--- src/rtl/history_pkg.sv ---
`default_nettype none
// ============================================================================
// history_pkg : shared types and default answers for the history reader
// Rev 1.0
// ============================================================================
package history_pkg;

    typedef enum logic [1:0] {
        IDLE  = 2'd0,
        FETCH = 2'd1,
        VALID = 2'd2
    } state_e;

    localparam logic [7:0] DFLT_HALF = 8'd13;
    localparam logic [7:0] DFLT_PREV = 8'd17;

    // Answer returned while the history is still empty.
    function automatic logic [7:0] dflt_value(input logic mode);
        return mode ? DFLT_PREV : DFLT_HALF;
    endfunction

endpackage : history_pkg
`default_nettype wire

--- src/rtl/history_ram.sv ---
`default_nettype none
// ============================================================================
// history_ram : 2^AW x DW history store, 1W + 1 sync R, read-before-write
// Rev 1.0
// ============================================================================
module history_ram #(
    parameter int AW = 5,
    parameter int DW = 8
) (
    input  logic          clk,
    input  logic          we_i,
    input  logic [AW-1:0] waddr_i,
    input  logic [DW-1:0] wdata_i,
    input  logic          re_i,
    input  logic [AW-1:0] raddr_i,
    output logic [DW-1:0] rdata_o
);

    localparam int DEPTH = 1 << AW;

    logic [DW-1:0] mem_q [DEPTH];
    logic [DW-1:0] rdata_q;

    // Both accesses sample the array before this edge's write lands,
    // so a same-cycle collision returns the old contents.
    always_ff @(posedge clk) begin
        if (we_i) begin
            mem_q[waddr_i] <= wdata_i;
        end
        if (re_i) begin
            rdata_q <= mem_q[raddr_i];
        end
    end

    assign rdata_o = rdata_q;

endmodule : history_ram
`default_nettype wire

--- src/rtl/history_reader.sv ---
`default_nettype none
// ============================================================================
// history_reader : look-back reads (half-index / previous) of a circular history
// Rev 1.0
// ============================================================================
module history_reader
    import history_pkg::*;
#(
    parameter int AW = 5,
    parameter int DW = 8
) (
    input  logic          clk,
    input  logic          rst_n,
    input  logic          wr_en_i,
    input  logic [DW-1:0] wr_data_i,
    input  logic          rd_req_i,
    input  logic          rd_mode_i,
    output logic          rd_valid_o,
    input  logic          rd_ready_i,
    output logic [DW-1:0] rd_data_o,
    output logic          busy_o,
    output logic          full_o,
    output logic          err_o
);

    localparam logic [AW:0]   DEPTH = {1'b1, {AW{1'b0}}};
    localparam logic [AW-1:0] ONE   = {{(AW-1){1'b0}}, 1'b1};

    logic [AW-1:0] wr_ptr_q, wr_ptr_d;
    logic [AW:0]   count_q,  count_d;

    state_e        state_q;
    logic          mode_q;
    logic [AW-1:0] tgt_q;
    logic [AW-1:0] tgt_d;
    logic          dflt_q;
    logic          rd_valid_q;
    logic          busy_q;
    logic          use_ram_q;
    logic [DW-1:0] rd_data_q;
    logic          err_q;
    logic [DW-1:0] ram_rdata;

    // ------------------------------------------------------------------
    // Write side: pointer wraps, count saturates at the depth.
    // ------------------------------------------------------------------
    always_comb begin
        wr_ptr_d = wr_ptr_q;
        count_d  = count_q;
        if (wr_en_i) begin
            wr_ptr_d = wr_ptr_q + ONE;
            if (count_q != DEPTH) begin
                count_d = count_q + {{AW{1'b0}}, 1'b1};
            end
        end
    end

    always_ff @(posedge clk or negedge rst_n) begin
        if (!rst_n) begin
            wr_ptr_q <= '0;
            count_q  <= '0;
        end else begin
            wr_ptr_q <= wr_ptr_d;
            count_q  <= count_d;
        end
    end

    assign tgt_d = rd_mode_i ? (wr_ptr_q - ONE) : (wr_ptr_q >> 1);

    history_ram #(
        .AW(AW),
        .DW(DW)
    ) u_ram (
        .clk     (clk),
        .we_i    (wr_en_i),
        .waddr_i (wr_ptr_q),
        .wdata_i (wr_data_i),
        .re_i    (state_q == FETCH),
        .raddr_i (tgt_q),
        .rdata_o (ram_rdata)
    );

    // ------------------------------------------------------------------
    // Read FSM. The RAM output register only moves in FETCH, so selecting
    // it directly keeps rd_data stable across later writes.
    // ------------------------------------------------------------------
    always_ff @(posedge clk or negedge rst_n) begin
        if (!rst_n) begin
            state_q    <= IDLE;
            mode_q     <= 1'b0;
            tgt_q      <= '0;
            dflt_q     <= 1'b0;
            rd_valid_q <= 1'b0;
            busy_q     <= 1'b0;
            use_ram_q  <= 1'b0;
            rd_data_q  <= '0;
            err_q      <= 1'b0;
        end else begin
            case (state_q)
                IDLE: begin
                    if (rd_req_i) begin
                        mode_q  <= rd_mode_i;
                        tgt_q   <= tgt_d;
                        dflt_q  <= (count_q == '0);
                        busy_q  <= 1'b1;
                        state_q <= FETCH;
                    end
                end
                FETCH: begin
                    rd_valid_q <= 1'b1;
                    use_ram_q  <= !dflt_q;
                    if (dflt_q) begin
                        rd_data_q <= DW'(dflt_value(mode_q));
                    end
                    state_q <= VALID;
                end
                VALID: begin
                    if (rd_ready_i) begin
                        rd_valid_q <= 1'b0;
                        busy_q     <= 1'b0;
                        if (!dflt_q && !rd_data_o[0]) begin
                            err_q <= 1'b1;
                        end
                        state_q <= IDLE;
                    end
                end
                default: begin
                    state_q    <= IDLE;
                    rd_valid_q <= 1'b0;
                    busy_q     <= 1'b0;
                end
            endcase
        end
    end

    assign rd_data_o  = use_ram_q ? ram_rdata : rd_data_q;
    assign rd_valid_o = rd_valid_q;
    assign busy_o     = busy_q;
    assign full_o     = (count_q == DEPTH);
    assign err_o      = err_q;

`ifdef FORMAL
    // Odd-counter invariant seen from the consumer side, for BMC runs.
    always_comb begin : g_err_invariant
        assert (!err_q);
    end
`endif

endmodule : history_reader
`default_nettype wire

--- config.mk ---
export PLATFORM = sky130hd
export DESIGN_NAME = history_reader
export DESIGN_NICKNAME = d
export VERILOG_FILES = /design/src/rtl/history_pkg.sv /design/src/rtl/history_ram.sv /design/src/rtl/history_reader.sv
export SDC_FILE = /design/constraint.sdc
export NUM_CORES = 1
export LEC_CHECK = 0
export ABC_CLOCK_PERIOD_IN_PS = 2300
export CORE_MARGIN = 2
export CORE_UTILIZATION = 29
export DETAILED_ROUTE_END_ITERATION = 8
export MAX_ROUTING_LAYER = met4
export PLACE_DENSITY = 0.54
export SYNTH_ARGS = -nofsm -noshare
export SYNTH_HDL_FRONTEND = slang
export SYNTH_SLANG_ARGS = --single-unit
--- constraint.sdc ---
create_clock -name clk -period 2.3 [get_ports clk]
set_input_delay 0.23 -clock clk [delete_from_list [all_inputs] [get_ports clk]]
set_output_delay 0.23 -clock clk [all_outputs]
set_load 0.05 [all_outputs]
==> results.cfg <==
[outcome]
run_status = complete, but fails checks
violations = setup timing

[placement]
dp_hpwl_um = 16000
io_buffers = 25
dpl_worst_slack_ns = -0.106
dpl_cell_area_um2 = 12700
gp_congestion = 0.742

[worst_setup_path]
path_class = reg2reg
rr_endpoint = u_ram.rdata_o[3]
path_depth = 5
crit_path_end_kind = register
crit_required_ns = 2.59
critPathSlowestCell = mux4_2
startpoint_type = register
ff2ff_path_depth = 5
crit_fanout = 6
crit_top_cell = mux4_2
cpPeakStageDelay_ns = 0.54
critPathBufInv = 2
crit_family = multiplexers
crit_chain = buf_8, buf_4, mux4_2, mux4_2, mux2_4
cp_data_arrival_time_ns = 2.65
r2r_slack_ns = -0.06
r2r_start = tgt_q[1]

[drt]
wl_um = 25700
antenna_left = 0
vias = 5600
wl_met1_um = 10400
wl_per_cell_um = 21.8
wl_met2_um = 13000
dr.pass1.iters = 7
wl_met3_um = 1670
drtIter0Drc = 493
top_layer = met4
routed_via_density = 4.75
drc = 0

[clock_network]
htree_levels = 1
clk_pin_slew_ns = 0.06
root_buffer = clkbuf_16
cts_tree = yes
insertion_delay_ns = 0.56
clock-sinks = 291
clockBufferDepth = 3
cts_buffers = 31

[yosys]
yosysSeqAreaShare = 0.752
ys_ff_latch = 291
synth_area_um2 = 11400
yosysWarnings = 0
synthFlopType = edfxtp_1
synth_common_cells = 264 x edfxtp_1, 80 x mux4_2, 36 x nor2_1
synth_area_leaders = edfxtp_1 69%, mux4_2 16%, dfrtp_1 5.9%
synth-edff-count = 264
synth.distinct_cells = 36
postSynthAreaPerCell_um2 = 21.0
synth_most_common_cell = edfxtp_1
synth_top_area_share = 0.693
synthArstFlopShare = 0.0928
synth_top_cell_by_area = edfxtp_1
synthesis.nets = 564
synthCells = 544

[grt]
antenna_found_initial = 2
grt_pass1_wl_um = 38200
grt_pass1_vias = 5910
grt_usage = 0.129
grt_start_max_net_pins = 34
grt_remaining_overflow = 0

[cells_and_area]
drive_gt1_frac = 0.316
antennaDiodeCount = 0
nNetsFinal = 659
final_area_um2 = 13800
area_delta_synth_final_pct = 20.9
fillerInstances = 3548

[sta]
post-route-period-util = 1.03
fmaxAchievable_mhz = 423
finalHoldViolations = 0
setup-violations-final = 8
min_period_ns = 2.36
grt_setup_unrepaired = yes
finalMaxSlewViolations = 0
worst_slack_ns = -0.0617
worstMarginPinSlew_ns = 0.681
fin_skew_ns = 0.0294
whs_ns = 0.309
slew_headroom = 0.546

[hold_path]
hold_start = rd_ready_i
holdPathStages = 3
whs_endpoint = err_o
hp-class = in2reg

[floorplan]
die_h_um = 203
die_area_um2 = 41000
die_w_um = 203
core_area_um2 = 38800
row_count = 72
initial_core_util = 0.294
num_io_pins = 26

[pwr]
vdd_drop_max_v = 0.000461
p_leak_nw = 4.55
powerDensity_nw_per_um2 = 1200

[run]
max_cap_viol_count = 0
==> tightest hold or removal path, stage by stage <==
cell and delay [ns]:
clkdlybuf4s50_1 0.45, nand2_1 0.09, o41ai_1 0.06
==> cells by family after synthesis <==
| group | share of synthesized area |
|---|---|
| AOI/OAI and AO/OA | 0.0130 |
| xor gates and xnor gates | 0.00766 |
| DFF | 0.752 |
| buffers and inverters | 0.0160 |
| muxes | 0.170 |
| adders and majority gates | 0.00657 |
| and+or+nand+nor | 0.0340 |
==> per-layer routing <==
metal | vias to the layer above | global-route usage
li1 | 2391 | -
met1 | 2966 | 0.162
met2 | 203 | 0.216
met3 | 40 | 0.0228
met4 | 0 | 0.0370
met5 | - | -
==> placed cells by master, fill, tap and decap left out, types with 11 or more instances in the layout <==
| master | instances |
|---|---|
| buf_12 | 11 |
| nor2_1 | 35 |
| mux4_2 | 80 |
| edfxtp_1 | 264 |
| buf_4 | 51 |
| dfrtp_1 | 25 |
| clkdlybuf4s50_1 | 16 |
| o21ai_0 | 11 |
| clkbuf_16 | 32 |
| nand2_1 | 24 |
==> how the worst max path moves through the flow <==
stage,startpoint,slack (ns),endpoint
2_1_floorplan,tgt_q[2],0.02,u_ram.rdata_o[0]
3_3_place_gp,tgt_q[1],-0.10,u_ram.rdata_o[6]
3_5_place_dp,tgt_q[1],-0.11,u_ram.rdata_o[6]
4_1_cts,tgt_q[1],-0.10,u_ram.rdata_o[3]
5_1_grt,tgt_q[1],-0.10,u_ram.rdata_o[6]
6_report,tgt_q[1],-0.06,u_ram.rdata_o[3]
==> where the power goes <==
part / switching [mW] / internal [mW] / leakage [nW]
Clock: 1.96 / 2.68 / 0.466
Sequential: 0.464 / 6.39 / 2.70
Combinational: 2.46 / 2.59 / 1.38
Total: 4.88 / 11.7 / 4.55
==> area by class of cell <==
class | instances | area (um^2) | area share
Inverter | 8 | 30.0 | 0.00217
Sequential cell | 291 | 8610 | 0.623
Multi-Input combinational cell | 217 | 2690 | 0.194
Clock buffer | 36 | 795 | 0.0575
Timing Repair Buffer | 90 | 906 | 0.0656
Clock inverter | 19 | 148 | 0.0107
Tap cell | 518 | 648 | 0.0469
==> what timing repair did <==
| action | 4_1_cts | 5_1_grt |
|---|---|---|
| endpoints found under the hold margin | 5 | 0 |
| pin swaps | 0 | 0 |
| hold buffers | 1 | 0 |
| cloned | 0 | 1 |
| buffers inserted | 4 | 0 |
| setup endpoints to repair | 14 | 11 |
| resized for setup | 15 | 6 |
==> registers in the layout (all words and copies together) (netlist names) <==
| register | cells |
|---|---|
| use_ram_q | 1 |
| rd_valid_o | 1 |
| err_o | 1 |
| count_q | 6 |
| mode_q | 1 |
| tgt_q | 5 |
| busy_o | 1 |
| wr_ptr_q | 5 |
| dflt_q | 1 |
| rd_data_q | 3 |
| state_q | 2 |
| u_ram.mem_q | 256 |
| u_ram.rdata_o | 8 |
==> per-stage QoR <==
step / util / setup TNS (ns) / total power, mW / std cells
CTS: 0.355 / -0.441 / 16.7 / 1178
finish: 0.356 / -0.289 / 16.5 / 1179
floorplan: - / 0 / 10.1 / 544
detailed placement: 0.328 / -0.494 / 11.9 / 1118
global placement: 0.328 / -0.488 / 11.8 / 1118
global route: 0.356 / -0.689 / 17.3 / 1179
Note: power is estimated with default switching activity, not from simulation.
